<file path="src/rtl/hack_boot_pkg.sv">
// rtl/hack_boot_pkg.sv - shared types and constants for the hack CPU boot loader
// Purpose: state encoding, default image limit and byte order used by the
//   loader FSM and its word assembler.
// Ports: none (package).
// Build option: HACK_BOOT_CHECKSUM_EN enables the CHK_HI/CHK_LO states.
package hack_boot_pkg;

  localparam int DEFAULT_PROG_WORDS = 32768;

  // Multi-byte fields on the stream (length, words, checksum) arrive MSB first.
  localparam bit HI_BYTE_FIRST = 1'b1;

  typedef enum logic [3:0] {
    IDLE,
    LEN_HI,
    LEN_LO,
    DATA_HI,
    DATA_LO,
    CHK_HI,
    CHK_LO,
    DRAIN,
    RUN,
    ERROR
  } bootState_t;

  // States in which a load is in progress.
  function automatic logic isBusyState(input bootState_t s);
    return s inside {LEN_HI, LEN_LO, DATA_HI, DATA_LO, CHK_HI, CHK_LO, DRAIN};
  endfunction

  // States in which the loader takes bytes from the receiver.
  function automatic logic isRxState(input bootState_t s);
    return s inside {LEN_HI, LEN_LO, DATA_HI, DATA_LO, CHK_HI, CHK_LO};
  endfunction

endpackage

</file>
<file path="src/rtl/hack_boot_word_asm.sv">
// rtl/hack_boot_word_asm.sv - byte-pair to 16-bit word assembler with optional running sum
// Purpose: holds the first byte of a pair and presents the assembled word
//   combinationally while the second byte is on byteIn; optionally keeps a
//   modulo-2^16 sum of every completed word.
// Ports:
//   clock, reset   clock and asynchronous active-low reset
//   clear          zero the running sum
//   loadHi         capture byteIn as the first byte of the pair
//   loadLo         second byte present; add the assembled word to the sum
//   byteIn         received byte
//   word           assembled word (first byte + byteIn)
//   sum            running sum (zero unless HACK_BOOT_CHECKSUM_EN is defined)
// Build option: HACK_BOOT_CHECKSUM_EN enables the accumulator.
module hack_boot_word_asm
  import hack_boot_pkg::*;
(
  input  logic        clock,
  input  logic        reset,
  input  logic        clear,
  input  logic        loadHi,
  input  logic        loadLo,
  input  logic [7:0]  byteIn,
  output logic [15:0] word,
  output logic [15:0] sum
);

  logic [7:0] hiByte;

  assign word = HI_BYTE_FIRST ? {hiByte, byteIn} : {byteIn, hiByte};

  always_ff @(posedge clock or negedge reset) begin
    if (!reset) begin
      hiByte <= '0;
    end else if (loadHi) begin
      hiByte <= byteIn;
    end
  end

`ifdef HACK_BOOT_CHECKSUM_EN
  always_ff @(posedge clock or negedge reset) begin
    if (!reset) begin
      sum <= '0;
    end else if (clear) begin
      sum <= '0;
    end else if (loadLo) begin
      sum <= sum + word;
    end
  end
`else
  logic unusedAccCtl;
  assign unusedAccCtl = clear ^ loadLo;
  assign sum = '0;
`endif

endmodule

</file>
<file path="src/rtl/hack_boot_loader.sv">
// rtl/hack_boot_loader.sv - hack CPU boot loader: byte stream to instruction memory, then CPU release
// Purpose: holds the CPU in reset, receives a length-prefixed image over a
//   byte stream, writes it word by word into instruction memory and then
//   releases the CPU.
// Ports:
//   clock, reset         clock and asynchronous active-low reset
//   start                one-cycle pulse that begins a (re)load when not busy
//   rx_data/rx_valid     received byte and its qualifier
//   rx_ready             byte accepted on rx_valid && rx_ready
//   rom_addr/rom_wdata   instruction memory write address / word
//   rom_we               one-cycle write strobe
//   cpu_reset            active-high reset to the CPU
//   busy/done/err        load in progress / CPU running / load rejected
// Build option: HACK_BOOT_CHECKSUM_EN appends a 16-bit checksum after the data.
module hack_boot_loader
  import hack_boot_pkg::*;
#(
  parameter int ADDR_W     = 15,
  parameter int PROG_WORDS = DEFAULT_PROG_WORDS
) (
  input  logic              clock,
  input  logic              reset,
  input  logic              start,
  input  logic [7:0]        rx_data,
  input  logic              rx_valid,
  output logic              rx_ready,
  output logic [ADDR_W-1:0] rom_addr,
  output logic [15:0]       rom_wdata,
  output logic              rom_we,
  output logic              cpu_reset,
  output logic              busy,
  output logic              done,
  output logic              err
);

  bootState_t        state;
  bootState_t        nextState;
  logic              accept;
  logic [7:0]        lenHi;
  logic [15:0]       lenFull;
  logic              lenBad;
  logic [ADDR_W-1:0] wordIdx;
  logic [ADDR_W-1:0] lastIdx;
  logic              lastWord;
  logic [15:0]       asmWord;
  logic [15:0]       asmSum;
  logic              sumClear;

  assign accept   = rx_valid && rx_ready;
  assign lenFull  = {lenHi, rx_data};
  assign lenBad   = (lenFull == 16'd0) || (32'(lenFull) > PROG_WORDS);
  // Comparing against N-1 stops the index at the last address, so a full
  // PROG_WORDS image never wraps.
  assign lastWord = (wordIdx == lastIdx);
  assign sumClear = (nextState == LEN_HI) && (state != LEN_HI);

`ifdef HACK_BOOT_CHECKSUM_EN
  logic [7:0] chkHi;
  logic       sumMatch;
  assign sumMatch = ({chkHi, rx_data} == asmSum);
`else
  logic unusedSum;
  assign unusedSum = ^asmSum;
`endif

  hack_boot_word_asm wordAsm (
    .clock  (clock),
    .reset  (reset),
    .clear  (sumClear),
    .loadHi (accept && (state == DATA_HI)),
    .loadLo (accept && (state == DATA_LO)),
    .byteIn (rx_data),
    .word   (asmWord),
    .sum    (asmSum)
  );

  always_comb begin
    nextState = state;
    case (state)
      IDLE:    if (start) nextState = LEN_HI;
      LEN_HI:  if (accept) nextState = LEN_LO;
      LEN_LO:  if (accept) nextState = lenBad ? ERROR : DATA_HI;
      DATA_HI: if (accept) nextState = DATA_LO;
`ifdef HACK_BOOT_CHECKSUM_EN
      DATA_LO: if (accept) nextState = lastWord ? CHK_HI : DATA_HI;
      CHK_HI:  if (accept) nextState = CHK_LO;
      CHK_LO:  if (accept) nextState = sumMatch ? DRAIN : ERROR;
`else
      DATA_LO: if (accept) nextState = lastWord ? DRAIN : DATA_HI;
`endif
      DRAIN:   nextState = RUN;
      RUN:     if (start) nextState = LEN_HI;
      ERROR:   if (start) nextState = LEN_HI;
      default: nextState = IDLE;
    endcase
  end

  // Outputs are registered from nextState so they line up with the state
  // they describe; cpu_reset rises at the same edge a restart leaves RUN.
  always_ff @(posedge clock or negedge reset) begin
    if (!reset) begin
      state     <= IDLE;
      rx_ready  <= 1'b0;
      rom_we    <= 1'b0;
      rom_addr  <= '0;
      rom_wdata <= '0;
      cpu_reset <= 1'b1;
      busy      <= 1'b0;
      done      <= 1'b0;
      err       <= 1'b0;
      wordIdx   <= '0;
      lastIdx   <= '0;
      lenHi     <= '0;
`ifdef HACK_BOOT_CHECKSUM_EN
      chkHi     <= '0;
`endif
    end else begin
      state     <= nextState;
      rx_ready  <= isRxState(nextState);
      busy      <= isBusyState(nextState);
      done      <= (nextState == RUN);
      err       <= (nextState == ERROR);
      cpu_reset <= (nextState != RUN);
      rom_we    <= 1'b0;
      if (accept) begin
        case (state)
          LEN_HI: lenHi <= rx_data;
          LEN_LO: begin
            if (!lenBad) begin
              wordIdx <= '0;
              lastIdx <= ADDR_W'(lenFull - 16'd1);
            end
          end
          DATA_LO: begin
            rom_we    <= 1'b1;
            rom_addr  <= wordIdx;
            rom_wdata <= asmWord;
            if (!lastWord) wordIdx <= wordIdx + 1'b1;
          end
`ifdef HACK_BOOT_CHECKSUM_EN
          CHK_HI: chkHi <= rx_data;
`endif
          default: ;
        endcase
      end
    end
  end

endmodule

</file>
<file path="config.mk">
export PLATFORM = sky130hd
export DESIGN_NAME = hack_boot_loader
export DESIGN_NICKNAME = d
export VERILOG_FILES = /design/src/rtl/hack_boot_pkg.sv /design/src/rtl/hack_boot_word_asm.sv /design/src/rtl/hack_boot_loader.sv
export SDC_FILE = /design/constraint.sdc
export NUM_CORES = 1
export LEC_CHECK = 0
export ABC_AREA = 1
export CAP_MARGIN = 20
export CORE_MARGIN = 1.5
export CORE_UTILIZATION = 30
export DETAILED_ROUTE_END_ITERATION = 10
export GPL_ROUTABILITY_DRIVEN = 0
export HOLD_SLACK_MARGIN = 0.1
export SYNTH_ARGS = -nofsm -noshare
export SYNTH_HDL_FRONTEND = slang
export SYNTH_SLANG_ARGS = --single-unit
</file>
<file path="constraint.sdc">
create_clock -name clock -period 1.9 [get_ports clock]
set_input_delay 0.475 -clock clock [delete_from_list [all_inputs] [get_ports clock]]
set_output_delay 0.475 -clock clock [all_outputs]
set_load 0.005 [all_outputs]
</file>
* Word-level counts from Yosys, hierarchy flattened
Cells that the tools add are included. Widths: inputs -> output; s select.
Word-level totals: register bits after elaboration 87, bits of input ports 12, output and inout port bits 37, logic and storage cells 63
Cells by class: add/sub/neg operators 2, $lt $le $gt $ge 1, equal/unequal tests 20, mux-type cells 13, bitwise logic cells 1, reduce and logical (&&, ||, !) cells 13
Operators with widths (count):
- $mux 15 | 2
- $pmux 15 s2 | 1
- $eq 4x3->1 const B | 6
- $mux 4 | 6
- $pmux 4 s6 | 1
- $eq 4x2->1 const B | 4
- $eq 4x4->1 const B | 4
- $gt 16x16->1 const B | 1
- $logic_not 16->1 | 1
- $add 15x1->15 const B | 1
- $eq 15x15->1 | 1
- $sub 15x1->15 const B | 1
- $eq 4x1->1 const B | 2
- $reduce_bool 7->1 | 1
- $reduce_bool 6->1 | 1
- $logic_not 4->1 | 1
- $ne 2x2->1 const B | 2
- $ne 4x4->1 const B | 1
- $reduce_and 2->1 | 2
- $reduce_and 4->1 | 1
- $mux 3 | 1
- $reduce_and 3->1 | 1
- $reduce_or 3->1 | 1
- $logic_and 1x1->1 | 2
- other kinds (4) | 5

* Depth between registers and ports, before layout
Gate-level depths: netlist (run 1).
depth after elaboration 7, gate-level depth with buffers 13, depth with buffers taken out 13

* Hierarchy
A second synthesis (run 1) with hierarchy kept.
Second synthesis, totals: cells, all modules 559, area, all modules 4453.0 um^2
By module, submodules not included:
- hack_boot_loader | instances 1, cells an instance 500, area each 3963.8 um^2, seq. area each 1978.1 um^2
- hack_boot_word_asm | instances 1, cells an instance 59, area each 489.2 um^2, seq. area each 200.2 um^2

* Worst setup path before layout (run 1)
Ideal clock, no wire load.
kind input to register, from input port rx_data[0], to register lastIdx[14], setup time 0.065 ns, arrival time 1.641 ns, data required time 1.835 ns, setup slack 0.194 ns, stages on the path 11, path buffers 0, cells stage by stage inv_1 -> ha_1 -> nand2_1 -> nor2_2 -> nand2_1 -> nor3_2 -> nand2_1 -> nor2_1 -> xor2_1 -> nand2_1 -> nand2_1
On the way: word-level cells in the longest chain between the ends 4, elaborated cells on any way between the ends 6, those cells by class add/sub (1); order compare (1); bitwise (1); reduce/logical (3)
RTL lines:
- from (decl) | line hack_boot_loader.sv:24 | input logic [7:0] rx_data,
- $gt 16x16->1 / $logic_not 16->1 (equally long branches) | line hack_boot_loader.sv:51 | assign lenBad = (lenFull == 16'd0) || (32'(lenFull) > PROG_WORDS);
- $logic_or 1x1->1 | line hack_boot_loader.sv:51
- $not 1->1 (no source line)
- $reduce_and 3->1 (no source line)
- to (signal assigned) | line hack_boot_loader.sv:131 | lastIdx <= ADDR_W'(lenFull - 16'd1);
- to (decl) | line hack_boot_loader.sv:43 | logic [ADDR_W-1:0] lastIdx;
Parallel ways exist; a longest one is shown, timed or not. A chain may end at the register's enable or synchronous reset.

* Final worst setup path (run 1)
from register cpu_reset, to output port cpu_reset
RTL lines:
- from (decl) | line hack_boot_loader.sv:30 | output logic cpu_reset,
- from (signal assigned) | line hack_boot_loader.sv:123 | cpu_reset <= (nextState != RUN);
No word-level cell between the ends.

==> results of run 1 <==
## layer usage
layer	global-route usage, %	up-vias	share of wire [%]
li1	-	1895	-
met1	20.85	1767	47
met2	25.11	90	46
met3	3.464	19	4.6
met4	7.195	0	2.4
met5	0	-	0
## cell type report
class	instances	area share [%]
clock buffers	9	3.913
clock inverters	7	1.000
inverters	65	4.239
multi-input cells	357	31.24
flip-flops and latches	87	37.91
repair buffers	109	17.78
well taps	180	3.913
## kinds of logic after synthesis
kind of cell	share of synthesized area, %
compound gates	11.17
fa+ha+maj	0.8822
xor+xnor	2.676
buf+inv	7.380
flops	51.19
simple gates	26.70
## power by group
part	internal [W]	total, W	switching (W)
Sequential	0.00261	0.00322	0.000608
Clock	0.000899	0.00168	0.000782
Combinational	0.00138	0.00294	0.00156
## sequential cells by signal, indices dropped and copies added (netlist names), 4 cells and up
name and flops:
state 4, wordIdx 15, rom_wdata 16, rom_addr 15, lenHi 8, wordAsm.hiByte 8
lastIdx 15
## synthesized netlist by cell type, drive strengths merged
cell	number	area, sq um
nand4	12	90.09
a31oi	2	12.51
dfrtp	86	2152
xnor2	2	17.52
nor2	45	205.2
o21a	1	7.510
dfstp	1	26.28
clkbuf	6	22.52
inv	65	244.0
o41ai	1	8.760
a21oi	5	36.29
nand3	19	112.6
buf	7	47.54
o211ai	1	7.510
o21ai	76	395.4
or2	1	6.260
nand2	164	633.1
nor3	9	55.05
o31ai	1	7.510
ha	3	37.54
nor4	3	33.78
xor2	11	96.34
## worst max-delay path by stage
stage               cells past startpoint          end  startpoint
floorplan                              11  lastIdx[14]  rx_data[0]
global placement                        9  lastIdx[11]  rx_data[2]
detailed placement                     10  lastIdx[11]  rx_data[0]
CTS                                    11  wordIdx[10]  rx_data[0]
global route                            9   wordIdx[8]  wordIdx[0]
finish                                  1    cpu_reset   cpu_reset
## through the flow
stage          setup TNS [ns]  power (W)  hold WS [ns]  util (%)
2_1_floorplan               0   0.004797        0.1794         -
3_3_place_gp           -10.75   0.006039        0.4690     38.39
3_5_place_dp           -12.58   0.006132        0.4679     38.39
4_1_cts                     0   0.007836        0.1135     40.43
5_1_grt              -0.01687   0.008485        0.1304     41.46
6_report                    0   0.007840       0.09661     41.46
## timing repair
item	CTS	global route
gates cloned	0	2
resized for setup	1	20
pin swaps	1	6
endpoints found under the setup margin	2	35
buffers inserted	0	8
==> metrics.cfg, run 1 <==
[status]
status = finished, final reports clean

[timing]
worst_slack_ns = 0.07831
fin_crit_ns = 1.822
hold_violations = 0
tightest_slew_ns = 0.5147
maxSlewHeadroom_pct = 65.69
fin_worst_skew_ns = 0.007262
period_share_pct = 95.88
fmax_ghz = 0.5489
drv_slew = 0
finalSetupViolations = 0

[placed_design]
placed_cell_area_sq_um = 5329
place_inst = 788
hpwl_um = 8074
dp_slack_ns = -0.4194
port-buffer-count = 48

[grt]
grt.overflow.total = 0
grt_max_degree = 37
antenna_found_initial = 0
grt_pass1_vias = 3785
grt_pass1_wl_um = 18320
grt_usage_pct = 15.88

[layout]
drive_above_1_share_pct = 19.56
regArea_sq_um = 2182
final_cells = 814
fillers = 1376
multiInputGateArea_sq_um = 1798
final_cell_mix = nand2_1 (158), dfrtp_1 (83), o21ai_0 (57), buf_4 (57), inv_1 (52)
final_nets = 644
area_growth_pct = 35.25
antenna_cells = 0
final_common_cell = nand2_1
finalInstanceArea_sq_um = 5756

[drt]
wl_um = 10780
wire_per_inst_um = 13.24
vias = 3771
dr.pass1.iters = 4
drtIter0Drc = 171
drc = 0
postRouteAntennaNets = 0
routed_via_density = 4.633

[die]
row_count = 43
fp.dieW_um = 122.1
start_util_pct = 30.66
dieArea_sq_um = 14910
die_y_um = 122.1
core_sq_um = 13880
pin_count = 49

[cts]
cts.path.max_buffers = 2
path_clk_slew_ns = 0.06
clock_sinks = 87
cts_buffers = 9
insertion_delay_ns = 0.35
root_buffer = clkbuf_16
htree_levels = 3
tritoncts = done
hold_buffers = 0

[power]
ir_worst_vdd_v = 0.0005316
p_leak_nw = 2.760
p_per_area_nw_per_um2 = 1362

[worst_setup_path]
critPathMaxStageDelay_ns = 0.52
crit_required_ns = 1.42
cpLargestDelayFamily = flip-flops
worst_setup_path_end_kind = output port
path_cells = clkdlybuf4s50_1
cp_data_arrival_time_ns = 1.35
rr_worst_depth = 9
cp_max_fo = 1
timing.critical_path.buf_inv = 1
worstReg2RegEnd = wordIdx[8]
crit_type = register to output port
worst_setup_path_start_kind = register
cpMaxStageDelayCell = dfstp_2
rrSetupSlack_ns = 0.14
r2r_start = wordIdx[0]

[yosys]
synth-seq-cells = 87
synthCells = 521
synth.avg_cell_area_sq_um = 8.168
ys_types = 37
synth_nets = 536
netlist_area_sq_um = 4255
yosys_warnings = 0
ys_seq_area_share_pct = 51.19

[run]
drv_cap = 0

[worst_hold_path]
hp-class = input pin to asynchronous set/reset pin

No activity file was read; power rests on OpenSTA's default activity.
==> run 2: changes to the inputs <==
- CORE_UTILIZATION: 30 -> 28
- CTS_BUF_LIST: default -> sky130_fd_sc_hd__clkbuf_4 sky130_fd_sc_hd__clkbuf_8
- PLACE_DENSITY: default -> 0.55
==> metrics.cfg, run 2 (synthesized netlist as in run 1, its figures left out) <==
[status]
status = finished, final reports clean

[grt]
grt_pass1_wl_um = 18860
antenna_found_initial = 0
grt_pass1_vias = 3765
grt_max_degree = 33
grt.overflow.total = 0
grt_usage_pct = 14.97

[worst_setup_path]
rrSetupSlack_ns = 0.17
worst_setup_path_start_kind = input pin
crit_required_ns = 2.20
r2r_start = wordIdx[5]
cp_max_fo = 4
worst_setup_path_end_kind = register
crit_type = input pin to register
cp_data_arrival_time_ns = 2.10
rr_worst_depth = 11
worstReg2RegEnd = wordIdx[13]

[power]
total_power_w = 0.007451
p_per_area_nw_per_um2 = 1313
ir_worst_vdd_v = 0.0004767
p_leak_nw = 2.662

[timing]
fin_crit_ns = 1.791
drv_slew = 0
fin_worst_skew_ns = 0.01162
holdWs_ns = 0.4764
tightest_slew_ns = 0.4634
maxSlewHeadroom_pct = 69.11
fmax_ghz = 0.5584
hold_violations = 0
period_share_pct = 94.25
finalSetupViolations = 0
rsz0062_at_grt = false
worst_slack_ns = 0.1092

[drt]
dr.pass1.iters = 4
drc = 0
postRouteAntennaNets = 0
vias = 3708
routed_via_density = 4.572
drtIter0Drc = 221
wl_um = 10840
wire_per_inst_um = 13.37

[placed_design]
dp_slack_ns = -0.4296
hpwl_um = 8212
port-buffer-count = 48
place_inst = 793
placed_cell_area_sq_um = 5366

[layout]
area_growth_pct = 33.40
finalInstanceArea_sq_um = 5677
regMostFlops = rom_wdata
final_common_cell = nand2_1
largest_reg_flops = 16
final_nets = 638
final_cell_mix = nand2_1 (152), dfrtp_1 (79), o21ai_0 (58)
final_cells = 811
antenna_cells = 0
drive_above_1_share_pct = 20.73

[die]
pin_count = 49
die_y_um = 126.3
row_count = 44
core_sq_um = 14700
dieArea_sq_um = 15950
fp.dieW_um = 126.3
start_util_pct = 28.95

[cts]
path_clk_slew_ns = 0.09
clock_sinks = 87
cts_buffers = 9
root_buffer = clkbuf_8
tritoncts = done
htree_levels = 3
insertion_delay_ns = 0.37
cts.path.max_buffers = 2

[worst_hold_path]
min_from = rx_data[0]
hold_path_depth = 3
hold_end = lastIdx[0]
hp-class = input pin to register

[run]
drv_cap = 0

==> run 2: layout make-up <==
type                       count  area (sq um)
fill                        1475          9022
inverter                      65         244.0
sequential                    87          2187
clock buffer                  12         165.2
timing repair buffer         104         985.9
multi-input combinational    356          1847
clock inverter                 3         17.52
tap                          184         230.2
==> run 2: timing repair <==
action	in CTS	in global routing
gates resized for setup	2	32
hold buffers	1	0
endpoints found under the setup margin	6	37
buffers inserted	0	2
endpoints found under the hold margin	30	0
pin swaps	0	5
==> run 2: worst max-delay path by stage <==
stage                    start     endpoint  slack [ns]  depth (start not counted)
floorplan           rx_data[0]  lastIdx[14]        0.19                         11
global placement    rx_data[0]  lastIdx[14]       -0.38                         12
detailed placement  rx_data[0]  wordIdx[13]       -0.43                         10
CTS                  cpu_reset    cpu_reset        0.01                          1
global route        wordIdx[5]   wordIdx[9]       0.003                         11
finish              rx_data[5]     rx_ready        0.11                         12
==> run 2: through the flow <==
step | setup TNS, ns | utilization [%]
after floorplan | 0 | -
after global placement | -11.38 | 36.51
after detailed placement | -13.12 | 36.51
after CTS | 0 | 37.88
after global routing | 0 | 38.62
final | 0 | 38.62
==> run 2: layer usage <==
| metal | global-route usage [%] | vias up | share of wire [%] | wire length (um) |
|---|---|---|---|---|
| met1 | 19.43 | 1745 | 46 | 4983 |
| met3 | 3.483 | 19 | 4.8 | 523 |
| li1 | - | 1865 | - | - |
| met2 | 23.63 | 79 | 47 | 5068 |
| met4 | 7.167 | 0 | 2.4 | 265 |
| met5 | 0 | - | 0 | 0 |
==> run 2: critical path: stages <==
cell             delay, ns
clkdlybuf4s50_1       0.50
nor2_4                0.16
nand2_2               0.08
nor2_1                0.09
nand2_1               0.07
nand2_2               0.09
nand2_1               0.07
nand2_2               0.09
nand2_2               0.07
a21oi_4               0.23
nand3_2               0.10
nand2_1               0.08
==> run 2: report_power, final <==
| part | switching (W) | internal (W) | leakage (nW) |
|---|---|---|---|
| clock network | 0.000664 | 0.000571 | 0.0942 |
| registers | 0.000615 | 0.00261 | 1.10 |
| logic | 0.00159 | 0.00140 | 1.46 |
| total | 0.00287 | 0.00458 | 2.66 |
